## src/rtl/onehot_decoder_seq.sv

```systemverilog
// onehot_decoder_seq: 3-to-7 sequential decoder.
// Codes arrive through a valid/ready handshake into a 2-entry FIFO.
// Each popped code is expanded to a one-hot word and held for HOLD_CYCLES
// cycles, then followed by one idle GAP cycle before the next pop.
module onehot_decoder_seq #(
    parameter int unsigned HOLD_CYCLES = 4,
    parameter int unsigned CNT_W       = 8
) (
    input  logic             clk,
    input  logic             rst_n,
    input  logic             in_valid,
    output logic             in_ready,
    input  logic [2:0]       in_code,
    output logic [6:0]       out_x,
    output logic             out_valid,
    output logic             busy,
    output logic [CNT_W-1:0] code_cnt
);

    typedef enum logic [1:0] {
        IDLE,
        DRIVE,
        GAP
    } state_t;

    localparam logic [7:0] HOLD_INIT = 8'(HOLD_CYCLES - 1);

    state_t           state_q;
    logic [2:0]       mem_q [2];
    logic             wr_ptr_q;
    logic             rd_ptr_q;
    logic [1:0]       count_q;
    logic [7:0]       hold_q;
    logic [6:0]       out_x_q;
    logic             out_valid_q;
    logic [CNT_W-1:0] code_cnt_q;

    logic             push;
    logic             pop;
    logic [2:0]       head_code;
    logic [6:0]       dec_x;

    // Handshake and status: ready depends only on the current FIFO count.
    always_comb begin
        in_ready  = rst_n && (count_q < 2'd2);
        push      = in_valid && in_ready;
        pop       = (state_q == IDLE) && (count_q != 2'd0);
        busy      = rst_n && ((state_q != IDLE) || (count_q != 2'd0));
        head_code = mem_q[rd_ptr_q];
    end

    // Expand the FIFO head into its one-hot word; code 0 means no bit set.
    always_comb begin
        dec_x = '0;
        if (head_code != 3'd0) begin
            dec_x = 7'd1 << (head_code - 3'd1);
        end
    end

    // FIFO storage; contents need no reset since count gates every read.
    always_ff @(posedge clk) begin
        if (push) begin
            mem_q[wr_ptr_q] <= in_code;
        end
    end

    // FIFO pointers and occupancy count.
    always_ff @(posedge clk) begin
        if (!rst_n) begin
            wr_ptr_q <= 1'b0;
            rd_ptr_q <= 1'b0;
            count_q  <= '0;
        end else begin
            if (push) begin
                wr_ptr_q <= ~wr_ptr_q;
            end
            if (pop) begin
                rd_ptr_q <= ~rd_ptr_q;
            end
            case ({push, pop})
                2'b10:   count_q <= count_q + 2'd1;
                2'b01:   count_q <= count_q - 2'd1;
                default: count_q <= count_q;
            endcase
        end
    end

    // Output sequencer: load on pop, hold for HOLD_CYCLES, then one gap cycle.
    always_ff @(posedge clk) begin
        if (!rst_n) begin
            state_q     <= IDLE;
            hold_q      <= '0;
            out_x_q     <= '0;
            out_valid_q <= 1'b0;
            code_cnt_q  <= '0;
        end else begin
            case (state_q)
                IDLE: begin
                    if (pop) begin
                        out_x_q     <= dec_x;
                        out_valid_q <= 1'b1;
                        hold_q      <= HOLD_INIT;
                        if (code_cnt_q != '1) begin
                            code_cnt_q <= code_cnt_q + 1'b1;
                        end
                        state_q     <= DRIVE;
                    end
                end
                DRIVE: begin
                    if (hold_q == 8'd0) begin
                        out_x_q     <= '0;
                        out_valid_q <= 1'b0;
                        state_q     <= GAP;
                    end else begin
                        hold_q <= hold_q - 8'd1;
                    end
                end
                GAP: begin
                    state_q <= IDLE;
                end
                default: begin
                    state_q <= IDLE;
                end
            endcase
        end
    end

    assign out_x     = out_x_q;
    assign out_valid = out_valid_q;
    assign code_cnt  = code_cnt_q;

endmodule

```

## config.mk

```make
export PLATFORM = sky130hd
export DESIGN_NAME = onehot_decoder_seq
export DESIGN_NICKNAME = d
export VERILOG_FILES = /design/src/rtl/onehot_decoder_seq.sv
export SDC_FILE = /design/constraint.sdc
export NUM_CORES = 1
export LEC_CHECK = 0
export BUFFER_PORTS_ARGS = -buffer_cell sky130_fd_sc_hd__buf_4
export CORE_UTILIZATION = 40
export CTS_CLUSTER_DIAMETER = 80
export DETAILED_ROUTE_END_ITERATION = 7
export PLACE_DENSITY_LB_ADDON = 0.15
export SYNTH_ARGS = -nofsm -noshare
export SYNTH_HDL_FRONTEND = slang
export SYNTH_SLANG_ARGS = --single-unit
```

## constraint.sdc

```tcl
create_clock -name clk -period 4.65 [get_ports clk]
set_input_delay 0.465 -clock clk [delete_from_list [all_inputs] [get_ports clk]]
set_output_delay 0.465 -clock clk [all_outputs]
set_load 0.05 [all_outputs]
```

### Word level (Yosys, flattened, before mapping)

Memories as Yosys holds them, arrays and structs flattened. A register that Yosys moved wholly into a read port is not among the register bits.
Cells that the tools add are included.

| cells by class | value |
|---|---|
| reduce and logical (&&, ||, !) cells | 16 |
| bitwise operators | 2 |
| shift operators | 1 |
| magnitude comparators | 1 |
| mux-type cells | 18 |
| add/sub/neg operators | 5 |
| equality and inequality tests | 7 |

Operators by type and width:

| cell | number |
|---|---|
| $mux 7 | 3 |
| $mux 8 | 2 |
| $pmux 8 s2 | 1 |
| $pmux 7 s2 | 1 |
| $reduce_and 3->1 | 3 |
| $add 8x1->8 const B | 1 |
| $logic_not 8->1 | 1 |
| $ne 8x8->1 const B | 1 |
| $pmux 2 s2 | 2 |
| $reduce_bool 2->1 | 4 |
| $sub 8x1->8 const B | 1 |
| $shl 1x3->7 const A | 1 |
| $mux 1 | 6 |
| $ne 2x2->1 const B | 3 |
| $eq 2x1->1 const B | 2 |
| $logic_and 1x1->1 | 4 |
| $mux 2 | 2 |
| $reduce_bool 3->1 | 1 |
| $sub 3x1->3 const B | 1 |
| $add 2x1->2 const B | 1 |
| $eq 2x2->1 const B | 1 |
| $logic_not 2->1 | 1 |
| $lt 2x2->1 const B | 1 |
| $not 1->1 | 2 |
| 4 further kinds | 4 |

| storage, ports and cells | value |
|---|---|
| memory bits (writable) | 6 |
| memories | 1 |
| output and inout port bits | 18 |
| flip-flop bits (word level) | 30 |
| word-level logic and storage cells | 59 |

Memory list:

| name | depth | bits a word | rd ports | clocked after memory_dff | write ports | line | RTL |
|---|---|---|---|---|---|---|---|
| mem_q | 2 | 3 | 1 | 1 | 1 | 29 | `logic [2:0] mem_q [2];` |

### Depth between registers and ports, before layout

| depth | value |
|---|---|
| depth after elaboration | 5 |
| mapped depth | 7 |
| mapped depth without buffers | 7 |

### Worst setup path after synthesis

Ideal clock, no wire load.

| path | value |
|---|---|
| path type | input -> register |
| from | input port rst_n |
| to | register count_q[1] |
| path slack | 2273 ps |
| data required time | 4579 ps |
| stages on the path | 5 |
| arrival | 2306 ps |
| path through | nor2b_1 -> nand2_1 -> ha_1 -> or3_1 -> a21oi_1 |

| between the ends | value |
|---|---|
| longest elaborated chain between the ends | 4 |
| elaborated cells between the ends (all ways) | 6 |
| classes of those cells | 2 x eq/ne; 1 x mux; 3 x reduce/logical |

Ends and longest elaborated chain:

| element | line | RTL |
|---|---|---|
| start, declared | 10 | `input logic rst_n,` |
| $logic_and 1x1->1 | 45 | `in_ready = rst_n && (count_q < 2'd2);` |
| $logic_and 1x1->1 | 46 | `push = in_valid && in_ready;` |
| $eq 2x1->1 or $eq 2x2->1 (tied branches) | 80 | `case ({push, pop})` |
| $pmux 2 s2 or $reduce_bool 2->1 (tied branches) | - |  |
| end signal, assigned | 81 | `2'b10: count_q <= count_q + 2'd1;` |
| end signal, assigned | 82 | `2'b01: count_q <= count_q - 2'd1;` |
| end signal, assigned | 83 | `default: count_q <= count_q;` |
| end, declared | 32 | `logic [1:0] count_q;` |

Parallel ways exist; a longest one is shown, timed or not.
A chain may end at the register's enable or synchronous reset.

### Worst setup path in the final report

| path | value |
|---|---|
| from | input port rst_n |
| to | output port busy |

| between the ends | value |
|---|---|
| longest elaborated chain between the ends | 1 |

Ends and longest elaborated chain:

| element | line | RTL |
|---|---|---|
| $logic_and 1x1->1 | 48 | `busy = rst_n && ((state_q != IDLE) \|\| (count_q != 2'd0));` |
| end, declared | 16 | `output logic busy,` |

Every way passes these cells.

==> summary.txt <==
Route
  • Pre-Repair DR Iteration Count: 4
  • WL per Instance: 13.6 µm
  • DR iter-0 viols: 88
  • Final ANT Viol Nets: 0
  • Post-DR vias/cell: 5.59
  • Final routed DRC violation total: 0
  • WL final: 3.43 mm
  • Vias: 1408

Power
  • P_int: 0.000735 W
  • Total leakage power: 0.765 nW
  • Clk pwr share: 0.215
  • Sw power: 0.000507 W
  • Net Sw Frac: 0.408
  • Peak VDD IR: 0.387 mV
  • Power share of the combinational group: 0.425
  • PwrDens: 629 mW/mm²
  • Sequential Power Share: 0.360

Floorplanning
  • I/O pin count: 24
  • Row cnt: 23
  • Starting Density: 0.417
  • Die Y: 66.3 µm
  • Core ar.: 0.00397 mm²
  • Die Width: 66.3 µm
  • Die ar.: 0.00440 mm²

Critical path
  • Slowest cell delay on critical path: 560 ps
  • Slowest CP cell: clkinv_1
  • Critical path class: input port to output port
  • Critical Path Stages: 4
  • Cell mode on critical path: buf_4
  • Crit end category: output port
  • CP max FO: 26
  • WP data arrival: 1730 ps
  • Worst reg-to-reg path cell count: 5
  • Cell family with most CP delay: buffers and inverters
  • CP required: 4180 ps
  • CP Cell Sequence: buf_4, clkinv_1, a21oi_1, buf_4
  • CP Buf/Inv Count: 3
  • Kind of start point of the critical path: input port

Timing
  • Fin worst setup slack: 2450 ps
  • Final hold vios: 0
  • Min cycle time layout: 2200 ps
  • Max-slew headroom: 0.524
  • Setup Total Neg Slack: 0 ps
  • # setup viols final: 0
  • Worst Tran Pin Value: 709 ps
  • Achievable Freq: 456 MHz
  • Setup Skew: 7.66 ps
  • Slew Viols, Final: 0
  • RSZ-0062 raised after global routing: false
  • Final Cycle Share: 0.472

Job
  • Max Cap Viol: 0

Clock tree
  • CTS Buf Count: 5
  • Post-CTS Resized: 0
  • H-tree Lvls: 2
  • Hold buffer count at cts: 0
  • CTS root buf: clkbuf_8
  • Latest clock arrival within the worst-skew pair: 290 ps
  • Post-CTS Setup Repair Bufs: 0
  • Clock Path Buffers: 2
  • Clk pin slew, worst setup/hold paths: 70 ps
  • CTS sink count: 37
  • CTS tree: yes

Place
  • Routability cong.: 0.759
  • Dpl ws: 2450 ps
  • Port Buffer Count: 23
  • DP Area: 0.00187 mm²
  • Hpwl dp: 2.47 mm

Final layout
  • Layout cells sized above 1: 0.173
  • Final nets: 212
  • ANT cells: 0
  • Most common cell after layout, fill and taps aside: dfxtp_1
  • Commonest non-fill, non-tap cells in the layout: dfxtp_1, buf_4, nor2_1, a21oi_1, inv_1
  • Final instance area: 0.00197 mm²
  • Area grow syn2layout: 19.3%

Logic synthesis
  • Cell Area, Synth: 0.00165 mm²
  • Cell variety after synth: 40
  • Sequential share of the synthesized area: 0.484
  • Syn. warnings: 0
  • Cells after Synth: 175
  • Syn avg cell area: 9.45 µm²
  • Seq cells post-synth: 37
  • Main synth FF type: dfxtp_1
  • Async SR Flop Fraction: 0
  • Post-Syn Nets: 186
  • Post-synth EDFFs: 6

Min path
  • Hold Path Depth: 1
  • Hold WC Path Type: input port to flip-flop

Global routing
  • GRT Residual Overflow: 0
  • Vias in the first global route: 1339
  • First-pass GRT wire length: 6.01 mm
  • Largest net degree at the start of global routing: 27
  • Tot GR Track Use: 0.183
  • Initial antenna violation count: 0

Outcome
  • Status: finished clean
[cell families after synthesis]
| logic type | Yosys count | share of synthesized area |
|---|---|---|
| AO/OA/AOI/OAI | 47 | 0.196 |
| AND/OR/NAND/NOR | 65 | 0.207 |
| flip-flops | 37 | 0.484 |
| XOR/XNOR | 5 | 0.0265 |
| adder cells (fa/ha/maj) | 5 | 0.0378 |
| buffers and inverters | 14 | 0.0363 |
| multiplexers | 2 | 0.0121 |
[cells in the mapped netlist (5+ instances only)]
library cell / instances / area [µm²]
o21ai_0: 7 / 35.0
ha_1: 5 / 62.6
nand3_1: 6 / 30.0
nor2_1: 22 / 82.6
or3_1: 7 / 43.8
dfxtp_1: 31 / 621
nand2_1: 7 / 26.3
edfxtp_1: 6 / 180
inv_1: 9 / 33.8
a32oi_1: 5 / 43.8
a21oi_1: 13 / 65.1
[metrics by stage]
stage               instances  hold slack [ps]   util  total power, W
floorplan                 175              458      -        0.000865
global placement          244              480  0.470        0.000961
detailed placement        244              479  0.470        0.000975
CTS                       252              347  0.497         0.00125
global route              252              344  0.497         0.00134
finish                    252              353  0.497         0.00124
[worst paths after layout]
kind,start,end,slack (ps)
max,rst_n,busy,2450
min reg2reg,out_x[3]$_SDFFE_PN0P_,out_x[3]$_SDFFE_PN0P_,490
max reg2reg,mem_q[0][0]$_DFFE_PP_,out_x[6]$_SDFFE_PN0P_,2640
min,in_code[1],mem_q[0][1]$_DFFE_PP_,350
[worst register-to-register path: stages (launching register included)]
cell and delay, ps:
edfxtp_1 420, o32ai_1 410, ha_1 310, nor4_1 520, a22oi_1 170, nor2_1 110
[cell type report]
| class | count | area [µm²] |
|---|---|---|
| Sequential cell | 37 | 801 |
| Multi-Input combinational cell | 124 | 793 |
| Clock inverter | 2 | 33.8 |
| Tap cell | 50 | 62.6 |
| Timing Repair Buffer | 23 | 173 |
| Fill cell | 376 | 2000 |
| Clock buffer | 6 | 72.6 |
| Inverter | 10 | 37.5 |
[power groups by stage]
stage | logic, W | registers (W) | clock network (W)
2_1_floorplan | 0.000374 | 0.000491 | 0
3_3_place_gp | 0.000511 | 0.000450 | 0
3_5_place_dp | 0.000522 | 0.000453 | 0
4_1_cts | 0.000527 | 0.000446 | 0.000273
5_1_grt | 0.000591 | 0.000458 | 0.000287
6_report | 0.000528 | 0.000447 | 0.000267
[flip-flops by register name, indices dropped and copies added, names as in the netlist, named ones only]
register	cells
count_q	2
out_x	7
wr_ptr_q	1
hold_q	8
out_valid	1
code_cnt	8
state_q	2
rd_ptr_q	1
mem_q	6
[routing by layer]
layer | track usage | routed length (µm) | vias up
met5 | 0 | 0 | -
met4 | 0.0878 | 67 | 0
met3 | 0.0466 | 111 | 7
met2 | 0.269 | 1560 | 22
met1 | 0.248 | 1690 | 675
li1 | - | - | 704
Note: power is estimated with default switching activity, not from simulation.
